### src/rtl/mrd_rdx2345_wrback.sv
// Write-back stage after the radix-2/3/4/5 DFT + twiddle: routes up to five tagged lanes
// onto the five data-memory bank write ports, counts stage beats and flags routing errors.
module mrd_rdx2345_wrback #(
   parameter int wData = 30,
   parameter int wAddr = 8,
   parameter int wCnt  = 12
) (
   input  logic                 clk,
   input  logic                 rst_n,
   input  logic                 start,
   input  logic [wCnt-1:0]      cnt_target,
   input  logic [2:0]           in_factor,
   input  logic                 in_valid,
   input  logic [14:0]          in_bank_index,
   input  logic [5*wAddr-1:0]   in_bank_addr,
   input  logic [5*wData-1:0]   in_real,
   input  logic [5*wData-1:0]   in_imag,
   output logic [4:0]           wr_en,
   output logic [5*wAddr-1:0]   wr_addr,
   output logic [5*wData-1:0]   wr_real,
   output logic [5*wData-1:0]   wr_imag,
   output logic                 busy,
   output logic                 stage_done,
   output logic                 err
);

   localparam int unsigned NL = 5;

   logic                 p1_valid;
   logic                 p1_last;
   logic [2:0]           p1_factor;
   logic [14:0]          p1_idx;
   logic [5*wAddr-1:0]   p1_addr;
   logic [5*wData-1:0]   p1_real;
   logic [5*wData-1:0]   p1_imag;

   logic [wCnt-1:0]      cnt;
   logic [wCnt-1:0]      target;
   logic [wCnt-1:0]      cnt_inc;
   logic                 armed;
   logic                 last_in;

   logic                 factor_ok;
   logic                 bad;
   logic [2:0]           lane_idx [NL];
   logic [NL-1:0]        active;
   logic [NL-1:0]        en_d;
   logic [5*wAddr-1:0]   addr_d;
   logic [5*wData-1:0]   real_d;
   logic [5*wData-1:0]   imag_d;

   // A zero target produces a data-less "last" token so done keeps the normal 2-cycle latency.
   always_comb begin
      cnt_inc = cnt + wCnt'(1);
      if (start)
         last_in = (cnt_target == '0) || (in_valid && (cnt_target == wCnt'(1)));
      else
         last_in = armed && in_valid && (cnt_inc == target);
   end

   always_ff @(posedge clk or negedge rst_n) begin
      if (!rst_n) begin
         p1_valid  <= 1'b0;
         p1_last   <= 1'b0;
         p1_factor <= '0;
         p1_idx    <= '0;
         p1_addr   <= '0;
         p1_real   <= '0;
         p1_imag   <= '0;
         cnt       <= '0;
         target    <= '0;
         armed     <= 1'b0;
      end else begin
         p1_valid  <= in_valid;
         p1_last   <= last_in;
         p1_factor <= in_factor;
         p1_idx    <= in_bank_index;
         p1_addr   <= in_bank_addr;
         p1_real   <= in_real;
         p1_imag   <= in_imag;
         if (start) begin
            target <= cnt_target;
            cnt    <= in_valid ? wCnt'(1) : '0;
            armed  <= !last_in;
         end else if (armed && in_valid) begin
            cnt    <= cnt_inc;
            armed  <= !last_in;
         end
      end
   end

   // Lowest active lane wins each bank; banks without a winner keep their last address/data.
   always_comb begin
      factor_ok = (p1_factor >= 3'd2) && (p1_factor <= 3'd5);
      for (int unsigned k = 0; k < NL; k++) begin
         lane_idx[k] = p1_idx[(NL-1-k)*3 +: 3];
         active[k]   = p1_valid && factor_ok && (3'(k) < p1_factor);
      end
      en_d   = '0;
      addr_d = wr_addr;
      real_d = wr_real;
      imag_d = wr_imag;
      bad    = p1_valid && !factor_ok;
      for (int unsigned b = 0; b < NL; b++) begin
         for (int unsigned k = 0; k < NL; k++) begin
            if (active[k] && !en_d[b] && (lane_idx[k] == 3'(b))) begin
               en_d[b]                   = 1'b1;
               addr_d[b*wAddr +: wAddr]  = p1_addr[(NL-1-k)*wAddr +: wAddr];
               real_d[b*wData +: wData]  = p1_real[(NL-1-k)*wData +: wData];
               imag_d[b*wData +: wData]  = p1_imag[(NL-1-k)*wData +: wData];
            end
         end
      end
      for (int unsigned k = 0; k < NL; k++) begin
         if (active[k] && (lane_idx[k] > 3'd4))
            bad = 1'b1;
         for (int unsigned j = k + 1; j < NL; j++) begin
            if (active[k] && active[j] && (lane_idx[k] == lane_idx[j]))
               bad = 1'b1;
         end
      end
   end

   // A start kills any done token of the abandoned stage still in the pipeline.
   always_ff @(posedge clk or negedge rst_n) begin
      if (!rst_n) begin
         wr_en      <= '0;
         wr_addr    <= '0;
         wr_real    <= '0;
         wr_imag    <= '0;
         busy       <= 1'b0;
         stage_done <= 1'b0;
         err        <= 1'b0;
      end else begin
         wr_en      <= en_d;
         wr_addr    <= addr_d;
         wr_real    <= real_d;
         wr_imag    <= imag_d;
         stage_done <= p1_last && !start;
         busy       <= start || (busy && !stage_done);
         err        <= start ? 1'b0 : (err || bad);
      end
   end

endmodule

### config.mk
export PLATFORM = sky130hd
export DESIGN_NAME = mrd_rdx2345_wrback
export DESIGN_NICKNAME = d
export VERILOG_FILES = /design/src/rtl/mrd_rdx2345_wrback.sv
export SDC_FILE = /design/constraint.sdc
export NUM_CORES = 2
export LEC_CHECK = 0
export ABC_CLOCK_PERIOD_IN_PS = 7080
export BUFFER_PORTS_ARGS = -buffer_cell sky130_fd_sc_hd__buf_2
export CORE_MARGIN = 1.5
export CORE_UTILIZATION = 41
export CTS_CLUSTER_SIZE = 10
export DETAILED_ROUTE_END_ITERATION = 8
export HOLD_SLACK_MARGIN = 0.06
export PLACE_DENSITY_LB_ADDON = 0.1
export SLEW_MARGIN = 20
export SYNTH_ARGS = -nofsm -noshare
export SYNTH_HDL_FRONTEND = slang
export SYNTH_SLANG_ARGS = --single-unit
export TNS_END_PERCENT = 1
### constraint.sdc
create_clock -name clk -period 7.08 [get_ports clk]
set_input_delay 0.354 -clock clk [delete_from_list [all_inputs] [get_ports clk]]
set_output_delay 0.354 -clock clk [all_outputs]
set_load 0.05 [all_outputs]
==> flow_results.org <==
** Layout
- Net count of the finished layout :: approximately 5000
- Cells with a size suffix above 1 make up between 20% and 30% of the layout.
- After filler insertion, the fill cell instance count of the layout stands at 7713.
- The finished cells cover about 0.046 mm2.
- Area growth from synthesis to layout :: 30.0%

** STA
- Setup violators final :: 0
- Measured slew at the worst slew-check pin :: 1200 ps
- Of the available clock period, the critical path in the final layout requires roughly two thirds.
- Summed over all failing endpoints, the final setup total negative slack is 0 ps.
- The count of final max-slew check failures came to 0.
- Max-slew headroom :: between 20% and 30%
- After layout, the minimum clock period comes to approximately 4600 ps.
- On the final layout, the worst clock skew is between 20 and 30 ps.
- Timing would allow up to 216 MHz.
- The total count of hold-check failures in the final report came to 0.
- Unrepaired setup endpoints after global routing :: no

** Floorplanning
- In this run the count of I/O pins placed on the die edge is 722.
- Die Footprint :: approximately 0.09 mm2
- Area of the core :: roughly 0.085 mm2
- Once the floorplan was initialized, standard cells occupied 41.4% of the core.
- Die Height :: 297 um
- The floorplan has around 110 rows.
- Width of the die :: 297 um

** Clock network
- The tree is rooted in a sky130_fd_sc_hd__clkbuf_16.
- Clock insertion delay at the later pin of the skew report :: 660 ps
- Total of cells resized after clock tree synthesis :: 0
- Clock-pin slew was measured on the worst setup and hold paths at 60 ps.
- Clock tree from TritonCTS :: done
- After clock tree synthesis, the setup repair step added 0 buffers.
- Clock sink count :: 733
- TritonCTS created 88 clock buffers.
- Maximum clock path buffer count :: 3
- H-tree level count :: 3

** Worst setup path
- The slowest stage of the critical path belongs to the cell sky130_fd_sc_hd__nand3_4.
- Critical path capture point :: wr_real[147]$_DFFE_PN0P_
- Traced cell by cell, the critical path runs through xor2_1 > nand2_4 > nand3_4 > buf_4 > o22a_1 > o221ai_1 > a31oi_1.
- Critical path class :: flop to flop
- Number of cells on the worst reg-to-reg path :: 7
- Crit Reg-Reg Startpoint :: p1_factor[2]$_DFF_PN0_
- Sort of element at the end of the critical path :: flop
- Data on the critical path is required at its endpoint by about 7600 ps.
- Critical Path Source :: p1_factor[2]$_DFF_PN0_
- In this run the worst path has a maximum fanout of 59.
- End of the worst register-to-register path :: wr_real[147]$_DFFE_PN0P_
- Data on the critical path arrives at its endpoint at 5180 ps.
- Stage delay of the slowest cell on the critical path :: 1050 ps
- STA classifies the critical path startpoint as a flop.
- For flop-to-flop paths, the worst setup slack is approximately 2500 ps.

** Route
- In this run the remaining antenna-violating nets after routing total 0.
- First-pass DRT Iterations :: 8
- Dividing the detail-routed wire length by the instance count gives between 20 and 30 um.
- Routed WL :: around 170000 um
- For this block, the initial DRC count from the detailed router was 4216.
- Summing over every cut layer, the via total after detailed routing is 36000.
- After detailed routing, the number of remaining DRC violations is 0.
- Vias/cell :: 6.22

** Logic synthesis
- Post-synth EDFFs :: 0
- Share of Yosys cell area claimed by the top area cell type :: 51.9%
- In this run, distinct cell masters in the synthesized netlist total 71.
- Fraction of synthesis flops using an asynchronous set or reset pin :: between 90% and 100%
- After synthesis, the cell types taking the most area are sky130_fd_sc_hd__dfrtp_1, sky130_fd_sc_hd__nand2_1, sky130_fd_sc_hd__a32oi_1.
- The synthesized design contains about 730 register bits.
- Synthesis handed over a netlist of between 3000 and 4000 instances.
- Of all cell types, the one taking the most synthesized area is sky130_fd_sc_hd__dfrtp_1.
- When the netlist entered floorplanning its net count stood at 4071.
- Average cell area after synthesis :: about 9.6 um2
- Yosys synthesis warning count :: 0
- Post-synthesis sequential area ratio :: roughly half
- Primary FF master, synth :: sky130_fd_sc_hd__dfrtp_1
- The mapped netlist covers around 0.035 mm2.

** GRT
- For this run, the total global-route usage over all layers was measured as between 30% and 40%.
- The initial antenna violation count came to 14.
- Pin count of the biggest net entering global routing :: 158
- The via count of the first global-routing pass came to between 30000 and 40000.
- Total grt overflow :: 0
- Global-route wire length before repair :: ~240000 um

** Placed design
- Once detailed placement completed, the half-perimeter wirelength came to 97700 um.
- Cell area after placement :: between 0.03 and 0.04 mm2
- Number of buffers inserted by port buffering :: 721
- The congestion estimate from routability-driven global placement came to between 0.8 and 0.9.

** Power
- P_leak :: about 21 nW
- Dividing total power by cell area gives a power density of roughly 320 mW/mm2.
- Highest ir drop seen on vdd :: between 200 and 250 uV

** Flow run
- Max-cap violation count :: 0

** Run status
- The run finished with clean final reports.

** Worst hold path
- The min-delay analysis places its worst path in the category input pin to flop.
## how the worst min path moves through the flow
stage	slack [ps]	endpoint	depth (start not counted)	from
6_report	240	cnt[5]$_DFFE_PN0P_	2	start
5_1_grt	270	cnt[6]$_DFFE_PN0P_	2	start
4_1_cts	220	cnt[7]$_DFFE_PN0P_	2	start
3_5_place_dp	440	p1_imag[0]$_DFF_PN0_	1	rst_n
3_3_place_gp	440	p1_imag[0]$_DFF_PN0_	1	rst_n
2_1_floorplan	60	armed$_DFFE_PN0P_	0	rst_n
## per-stage QoR
stage | hold slack, ps | std cells | power (mW) | util, % | setup slack [ps]
global route | 269 | 5777 | 15.0 | 53.9 | 2390
finish | 244 | 5781 | 14.5 | 53.9 | 2460
global placement | 441 | 5268 | 10.2 | 46.4 | 2870
CTS | 218 | 5771 | 14.5 | 53.8 | 2660
floorplan | 58.4 | 3696 | 8.63 | - | 4830
detailed placement | 444 | 5269 | 10.2 | 46.5 | 2680
## sequential cells by signal, indices dropped and copies added, names as in the netlist, 3 cells and up
register / count
cnt: 12
lane_idx: 15
p1_addr: 40
p1_factor: 3
p1_imag: 150
p1_real: 150
target: 12
wr_addr: 40
wr_en: 5
wr_imag: 150
wr_real: 150
## logic make-up (layout without fill, tap and decap cells)
group / count (synthesis) / after routing / share of synthesized area, %
simple gates: 1338 / 1338 / 15.5
other cells: 0 / 9 / 0
flops: 733 / 733 / 51.9
mux: 183 / 183 / 5.31
xor+xnor: 46 / 46 / 1.14
buf+inv: 358 / 1290 / 4.25
fa+ha+maj: 1 / 1 / 0.0354
compound gates: 1037 / 1037 / 21.8
## synthesized netlist by cell type (6+ instances only)
cell,n
sky130_fd_sc_hd__o211ai_1,182
sky130_fd_sc_hd__dfrtp_1,733
sky130_fd_sc_hd__xor2_1,19
sky130_fd_sc_hd__nand4_1,9
sky130_fd_sc_hd__a222oi_1,24
sky130_fd_sc_hd__a31oi_1,70
sky130_fd_sc_hd__a21o_1,12
sky130_fd_sc_hd__buf_2,82
sky130_fd_sc_hd__o221ai_1,57
sky130_fd_sc_hd__a32oi_1,249
sky130_fd_sc_hd__buf_1,26
sky130_fd_sc_hd__or3_1,9
sky130_fd_sc_hd__o21ai_0,18
sky130_fd_sc_hd__nor4_1,6
sky130_fd_sc_hd__a2bb2oi_1,10
sky130_fd_sc_hd__nand2_1,1069
sky130_fd_sc_hd__nor2_1,94
sky130_fd_sc_hd__a311o_1,68
sky130_fd_sc_hd__mux2_2,36
sky130_fd_sc_hd__nand3_1,85
sky130_fd_sc_hd__clkbuf_1,236
sky130_fd_sc_hd__a21oi_1,262
sky130_fd_sc_hd__o31ai_1,6
sky130_fd_sc_hd__mux2i_1,147
sky130_fd_sc_hd__xnor2_1,27
sky130_fd_sc_hd__o22a_1,58
sky130_fd_sc_hd__nor3_1,7
## critical path, delay by kind of cell, from the launching register on
kind	cells	cell delay, ps
compound gates	3	530
xor+xnor	1	860
buf+inv	1	600
flops	1	490
simple gates	2	1980
## layer usage
layer	wire length, um	global-route usage, %	vias up	part of all wire [%]
met5	78	0	-	0.047
met4	10200	20.4	14	6.1
met3	16300	7.19	559	9.9
met2	74400	56.5	2469	45
met1	64700	48.5	17600	39
li1	-	-	15300	-
## timing repair
item | in CTS | in global routing
endpoints found under the setup margin | 0 | 0
hold buffers | 372 | 0
hold endpoints to repair | 449 | 0
## layout by cell type, fill, tap and decap left out, drive strengths merged, types with 27 or more instances in the layout
master       netlist  routed
nand2           1069    1069
buf              118     784
dfrtp            733     733
dlygate4sd3        0     372
a21oi            262     262
a32oi            249     249
o211ai           182     182
mux2i            147     147
clkbuf           236     118
nor2              95      95
nand3             85      85
a31oi             70      70
a311o             68      68
o22a              58      58
o221ai            57      57
mux2              36      36
xnor2             27      27
## where the power goes
part / internal, mW / switching [mW] / leakage (nW)
Sequential: 4.92 / 0.762 / 8.43
Combinational: 1.25 / 3.39 / 11.7
Clock: 2.39 / 1.80 / 1.24
## layout make-up
class | instances | area, um2 | area share (%)
flip-flops and latches | 733 | 18300 | 39.9
multi-input cells | 2605 | 15700 | 34.2
repair buffers | 1156 | 7890 | 17.2
clock buffers | 118 | 2410 | 5.24
well taps | 1144 | 1430 | 3.12
clock inverters | 12 | 136 | 0.297
diodes | 9 | 22.5 | 0.0490
inverters | 4 | 15.0 | 0.0327
Note: power is estimated with default switching activity, not from simulation.
